--- src/rtl/runner_physics_core.sv ---
// Tick-driven jump, collision, health and score engine for the runner game.
// Optional feature macro: PHYS_BONUS_EN (tile code 3 becomes a bonus tile).
module runner_physics_core #(
  parameter int TILE_W       = 2,
  parameter int MAP_TILES    = 8,
  parameter int JUMP_TICKS   = 3,
  parameter int LIVES        = 3,
  parameter int INVULN_TICKS = 4,
  parameter int SCORE_W      = 16,
  parameter int BONUS_PTS    = 5
) (
  input  logic                         clk,
  input  logic                         rst,
  input  logic                         tick,
  input  logic [TILE_W*MAP_TILES-1:0]  map_tiles,
  input  logic                         jump,
  input  logic                         restart,
  output logic                         is_dead,
  output logic                         airborne,
  output logic [$clog2(LIVES+1)-1:0]   lives,
  output logic [SCORE_W-1:0]           score,
  output logic                         hit_pulse,
  output logic                         score_pulse
);
  localparam int LW = $clog2(LIVES+1);
  localparam int AW = (JUMP_TICKS > 1) ? $clog2(JUMP_TICKS) : 1;
  localparam int IW = (INVULN_TICKS > 1) ? $clog2(INVULN_TICKS) : 1;
  localparam logic [AW-1:0] AIR_INIT   = AW'(JUMP_TICKS - 1);
  localparam logic [IW-1:0] INV_INIT   = IW'((INVULN_TICKS > 0) ? INVULN_TICKS - 1 : 0);
  localparam logic [LW-1:0] LIVES_INIT = LW'(LIVES);

  typedef enum logic {V_GROUND, V_AIR} vert_t;
  typedef enum logic [1:0] {H_ALIVE, H_INVULN, H_DEAD} health_t;

  vert_t                vert_q, vert_d;
  health_t              health_q, health_d;
  logic [AW-1:0]        air_cnt_q, air_cnt_d;
  logic [IW-1:0]        inv_cnt_q, inv_cnt_d;
  logic [LW-1:0]        lives_q, lives_d;
  logic [SCORE_W-1:0]   score_q, score_d;
  logic                 jump_prev_q, jump_prev_d;
  logic                 jump_req_q, jump_req_d;
  logic                 dead_q, dead_d;
  logic                 hit_q, hit_d;
  logic                 spulse_q, spulse_d;

  logic [TILE_W-1:0]    player_tile;
  logic                 req_now, air_now, is_low, is_high, is_bonus, hit_now, clear_now;
  logic                 unused_tiles;

  assign player_tile  = map_tiles[TILE_W*MAP_TILES-1 -: TILE_W];
  assign unused_tiles = ^map_tiles;

  function automatic logic [SCORE_W-1:0] sat_add(input logic [SCORE_W-1:0] a,
                                                  input logic [SCORE_W-1:0] b);
    logic [SCORE_W:0] s;
    s = {1'b0, a} + {1'b0, b};
    return s[SCORE_W] ? {SCORE_W{1'b1}} : s[SCORE_W-1:0];
  endfunction

`ifdef PHYS_BONUS_EN
  // A bonus worth more than the score range simply saturates the counter.
  localparam logic [SCORE_W-1:0] BONUS_INC =
    (SCORE_W < 31 && BONUS_PTS > (1 << SCORE_W) - 1) ? {SCORE_W{1'b1}} : SCORE_W'(BONUS_PTS);
  assign is_bonus = (player_tile == TILE_W'(3));
`else
  localparam logic [SCORE_W-1:0] BONUS_INC = '0;
  assign is_bonus = 1'b0;
`endif

  always_comb begin
    vert_d      = vert_q;
    health_d    = health_q;
    air_cnt_d   = air_cnt_q;
    inv_cnt_d   = inv_cnt_q;
    lives_d     = lives_q;
    score_d     = score_q;
    dead_d      = dead_q;
    hit_d       = 1'b0;
    spulse_d    = 1'b0;
    jump_prev_d = jump;
    req_now     = jump_req_q | (jump & ~jump_prev_q);
    // No queued jumps: a request made while in the air or dead is dropped.
    jump_req_d  = req_now & (vert_q == V_GROUND) & ~dead_q;
    air_now     = 1'b0;
    is_low      = (player_tile == TILE_W'(1));
    is_high     = (player_tile == TILE_W'(2));
    hit_now     = 1'b0;
    clear_now   = 1'b0;

    if (restart) begin
      vert_d      = V_GROUND;
      health_d    = H_ALIVE;
      air_cnt_d   = '0;
      inv_cnt_d   = '0;
      lives_d     = LIVES_INIT;
      score_d     = '0;
      dead_d      = 1'b0;
      jump_prev_d = 1'b0;
      jump_req_d  = 1'b0;
    end else if (tick && !dead_q) begin
      if (vert_q == V_GROUND) begin
        if (req_now) begin
          vert_d     = V_AIR;
          air_cnt_d  = AIR_INIT;
          jump_req_d = 1'b0;
        end
      end else if (air_cnt_q == '0) begin
        vert_d = V_GROUND;
      end else begin
        air_cnt_d = air_cnt_q - AW'(1);
      end

      // Collision uses the height the player has after this tick's move.
      air_now   = (vert_d == V_AIR);
      hit_now   = (is_low & ~air_now) | (is_high & air_now);
      clear_now = (is_low | is_high) & ~hit_now;

      case (health_q)
        H_ALIVE: begin
          if (hit_now) begin
            lives_d = lives_q - LW'(1);
            hit_d   = 1'b1;
            if (lives_q == LW'(1)) begin
              health_d = H_DEAD;
              dead_d   = 1'b1;
            end else if (INVULN_TICKS > 0) begin
              health_d  = H_INVULN;
              inv_cnt_d = INV_INIT;
            end
          end else if (clear_now) begin
            score_d  = sat_add(score_q, SCORE_W'(1));
            spulse_d = 1'b1;
          end
          if (is_bonus) begin
            score_d  = sat_add(score_q, BONUS_INC);
            spulse_d = 1'b1;
          end
        end
        H_INVULN: begin
          if (is_bonus) begin
            score_d  = sat_add(score_q, BONUS_INC);
            spulse_d = 1'b1;
          end
          if (inv_cnt_q == '0) health_d = H_ALIVE;
          else                 inv_cnt_d = inv_cnt_q - IW'(1);
        end
        default: ;
      endcase
    end
  end

  always_ff @(posedge clk or posedge rst) begin
    if (rst) begin
      vert_q      <= V_GROUND;
      health_q    <= H_ALIVE;
      air_cnt_q   <= '0;
      inv_cnt_q   <= '0;
      lives_q     <= LIVES_INIT;
      score_q     <= '0;
      jump_prev_q <= 1'b0;
      jump_req_q  <= 1'b0;
      dead_q      <= 1'b0;
      hit_q       <= 1'b0;
      spulse_q    <= 1'b0;
    end else begin
      vert_q      <= vert_d;
      health_q    <= health_d;
      air_cnt_q   <= air_cnt_d;
      inv_cnt_q   <= inv_cnt_d;
      lives_q     <= lives_d;
      score_q     <= score_d;
      jump_prev_q <= jump_prev_d;
      jump_req_q  <= jump_req_d;
      dead_q      <= dead_d;
      hit_q       <= hit_d;
      spulse_q    <= spulse_d;
    end
  end

  assign is_dead     = dead_q;
  assign airborne    = (vert_q == V_AIR);
  assign lives       = lives_q;
  assign score       = score_q;
  assign hit_pulse   = hit_q;
  assign score_pulse = spulse_q;
endmodule

--- config.mk ---
export PLATFORM = sky130hd
export DESIGN_NAME = runner_physics_core
export DESIGN_NICKNAME = d
export VERILOG_FILES = /design/src/rtl/runner_physics_core.sv
export SDC_FILE = /design/constraint.sdc
export NUM_CORES = 1
export LEC_CHECK = 0
export BUFFER_PORTS_ARGS = -buffer_cell sky130_fd_sc_hd__clkbuf_2
export CAP_MARGIN = 40
export CORE_MARGIN = 2
export CORE_UTILIZATION = 40
export DETAILED_ROUTE_END_ITERATION = 8
export GPL_ROUTABILITY_DRIVEN = 1
export PLACE_DENSITY = 0.75
export SETUP_SLACK_MARGIN = 0.1
export SLEW_MARGIN = 25
export SYNTH_ARGS = -nofsm -noshare
export SYNTH_HDL_FRONTEND = slang
export SYNTH_SLANG_ARGS = --single-unit
--- constraint.sdc ---
create_clock -name clk -period 3.65 [get_ports clk]
set_input_delay 0.5475 -clock clk [delete_from_list [all_inputs] [get_ports clk]]
set_output_delay 0.5475 -clock clk [all_outputs]
set_load 0.01 [all_outputs]
==> reports/results.txt <==
Clock Path Buffers: 2
Inst Count DP: 255
static leakage power: 0.957 nW
Async SR Flop Fraction: 100%
synthesized instance count: 183
first-pass GRT wire length: 6440 um
post-synthesis net count: 210
quantity of hold-fixing buffers added after cts: 0
CP endpoint kind: register
Flop pwr share: 50.0%
fraction of power consumed by combinational cells: 14.1%
internal reg-to-reg setup slack: 1.47 ns
number of detailed-route iterations in the first pass: 4
number of antenna violations at the first check in global routing: 0
time the final worst path needs with I/O delays and setup: 2.33 ns
Vert. Die Dim: 70.0 um
critical register-to-register path startpoint: is_dead
Synth warnings: 0
final worst clock skew: 0.00521 ns
NumNets Final: 239
count of placed standard cells in the final layout, fillers left out: 263
proportion of power drawn by the clock network: 35.9%
TritonCTS Buffers: 5
Sink Count: 30
final hold violations: 0
Core Box Area: 4090 um2
Seq/Total Area, Yosys: 43.2%
worst path arrival time: 2.50 ns
clock tree from TritonCTS: done
share of total power consumed by net switching: 27.4%
Syn Area/Cell: 9.52 um2
Unique masters post-synth: 43
number of synthesized flops with an enable pin: 0
post-route setup TNS: 0 ns
Setup CP Type: in -> reg
switching power of the nets: 195 uW
Finish-stage setup viols: 0
io pins: 43
run status: completed
area growth from synthesis to layout: 14.9%
clk root buf: sky130_fd_sc_hd__clkbuf_8
detailed-route vias per instance: 5.71
RSZ-0062 raised after global routing: false
count of cells along the worst register-to-register path: 5
Die X-Extent: 70.0 um
routed length per instance: 13.7 um
final period utilization: 63.7%
number of design rule violations left after detail routing: 0
endpoint of the lowest-slack register-to-register path: score[5]
vias in the first global route: 1425
Setup Fix Bufs, Post-CTS: 0
Internal Pwr Total: 515 uW
Fmax achieved: 0.430 GHz
# diodes: 0
global routing usage summed across all routing layers: 16.3%
synthesized flop and latch total: 30
Hold/Removal Path Class: in -> async
estimated wirelength of the detail-placed design: 2580 um
transition time at the pin with the least slew margin: 0.732 ns
critical-path maximum fanout: 18
total number of vias: 1503
# resized after CTS: 0
WL final: 3590 um
Clock transition at path regs: 0.06 ns
required time reported for the critical path endpoint: 3.82 ns
Max IR drop VDD: 0.154 mV
number of input and output port buffers inserted: 28
iteration-0 DRC count of the detailed router: 100
Slew Viols, Final: 0
maximum level of the CTS H-tree: 2
kind of launch point of the worst setup path: input pin
final weighted congestion in routability-driven placement: 0.846
Die Footprint: 4900 um2
floorplan row count: 23
latest clock arrival within the worst-skew pair: 0.28 ns
netlist area before placement: 1740 um2
antenna viol nets, final: 0
most common flop cell mapped by yosys: sky130_fd_sc_hd__dfrtp_1
remaining global-route overflow: 0
power after layout: 710 uW
pwr/cell area: 355 nW/um2
Max Cap Violations: 0
starting density of the core: 42.6%
Max transition margin: 51.1%
pin count of the biggest net entering global routing: 28
ratio of cells with drive above 1 in the final layout: 22.5%
-- placed cells by master, fill, tap and decap left out, types with 2 or more instances in the layout --
cell type                  instances
sky130_fd_sc_hd__clkbuf_2         28
sky130_fd_sc_hd__a31oi_1           4
sky130_fd_sc_hd__a211oi_1          2
sky130_fd_sc_hd__a22o_1            5
sky130_fd_sc_hd__and3_1            6
sky130_fd_sc_hd__a22o_2            2
sky130_fd_sc_hd__ha_1              6
sky130_fd_sc_hd__o31ai_1           2
sky130_fd_sc_hd__nand4_1           2
sky130_fd_sc_hd__a41oi_1           2
sky130_fd_sc_hd__nor2_1           13
sky130_fd_sc_hd__a21oi_1          15
sky130_fd_sc_hd__clkbuf_8          5
sky130_fd_sc_hd__clkinv_2          2
sky130_fd_sc_hd__a41o_1            3
sky130_fd_sc_hd__nor2b_1           3
sky130_fd_sc_hd__dfstp_2           2
sky130_fd_sc_hd__a21o_1            5
sky130_fd_sc_hd__nand2b_1          2
sky130_fd_sc_hd__inv_1            15
sky130_fd_sc_hd__buf_4             2
sky130_fd_sc_hd__nand2_1          15
sky130_fd_sc_hd__nor3_1            5
sky130_fd_sc_hd__nand3_1          11
sky130_fd_sc_hd__a311oi_1          4
sky130_fd_sc_hd__nor4_1            2
sky130_fd_sc_hd__dfrtp_1          28
sky130_fd_sc_hd__o21ai_0           5
-- worst max-delay path: stages --
cell,delay [ns]
sky130_fd_sc_hd__clkbuf_2,0.09
sky130_fd_sc_hd__inv_1,0.04
sky130_fd_sc_hd__ha_1,0.28
sky130_fd_sc_hd__or4_4,0.52
sky130_fd_sc_hd__a211oi_4,0.61
sky130_fd_sc_hd__a41oi_1,0.20
sky130_fd_sc_hd__a22o_1,0.21
-- flip-flops by register name, summed over array words and instances (netlist names) --
name         flops
is_dead          1
air_cnt_q        2
jump_req_q       1
score           16
lives            2
hit_pulse        1
score_pulse      1
inv_cnt_q        2
airborne         1
health_q         2
jump_prev_q      1
-- how the worst max path moves through the flow --
stage	slack (ns)	cells after the start	endpoint	startpoint
finish	1.32	7	score[5]	map_tiles[14]
global route	1.15	7	score[6]	map_tiles[14]
CTS	1.34	7	score[5]	map_tiles[14]
detailed placement	1.03	7	score[5]	map_tiles[14]
global placement	1.03	7	score[5]	map_tiles[14]
floorplan	1.40	7	score[2]	map_tiles[14]
-- layout make-up --
class,count,area (um2)
fill,399,2080
multi-input combinational,129,877
sequential,30,753
timing repair buffer,31,170
clock buffer,6,72.6
tap,50,62.6
inverter,15,56.3
clock inverter,2,10.0
-- cell families (layout without fill, tap and decap cells) --
group                      after synthesis  in the layout  synth area share, %
AOI/OAI and AO/OA                       59             59                 27.0
buffers and inverters                   24             54                 6.39
adders and majority gates                6              6                 4.31
DFF                                     30             30                 43.2
and+or+nand+nor                         64             64                 19.0
-- through the flow --
step	utilization (%)	hold slack [ns]	area, um2	setup WS, ns
after floorplan	-	0.497	1740	1.40
after global placement	46.6	0.510	1900	1.03
after detailed placement	47.0	0.532	1920	1.03
after CTS	49.0	0.222	2000	1.34
after global routing	49.0	0.243	2000	1.15
final	49.0	0.219	2000	1.32
-- routing by layer --
layer	wire length, um	GRT usage (%)	share of wire, %
met3	183	4.47	5.1
met1	1690	21.4	47
met4	50	5.98	1.4
met5	0	0	0
met2	1670	25.6	46
-- cells in the mapped netlist (all sizes together) (4+ instances only) --
master   n  share of area, %
inv     15               3.2
nand3   11               3.2
buf      5               2.3
a22o     7               3.7
ha       6               4.3
a21oi   15               4.3
a31oi    4               1.4
a311oi   4               2.0
dfrtp   28                40
nor3     5               1.4
and3     6               2.2
nand2   15               3.2
a21o     5               2.2
nor2    13               2.8
o21ai    5               1.4
clkbuf   4              0.86
-- power groups by stage --
stage	logic, mW	registers [mW]	clock network [mW]
global route	0.113	0.356	0.279
floorplan	0.0767	0.361	0
global placement	0.0973	0.360	0
finish	0.0999	0.355	0.255
CTS	0.101	0.355	0.263
detailed placement	0.101	0.361	0
Power figures use the tool's default switching activity.
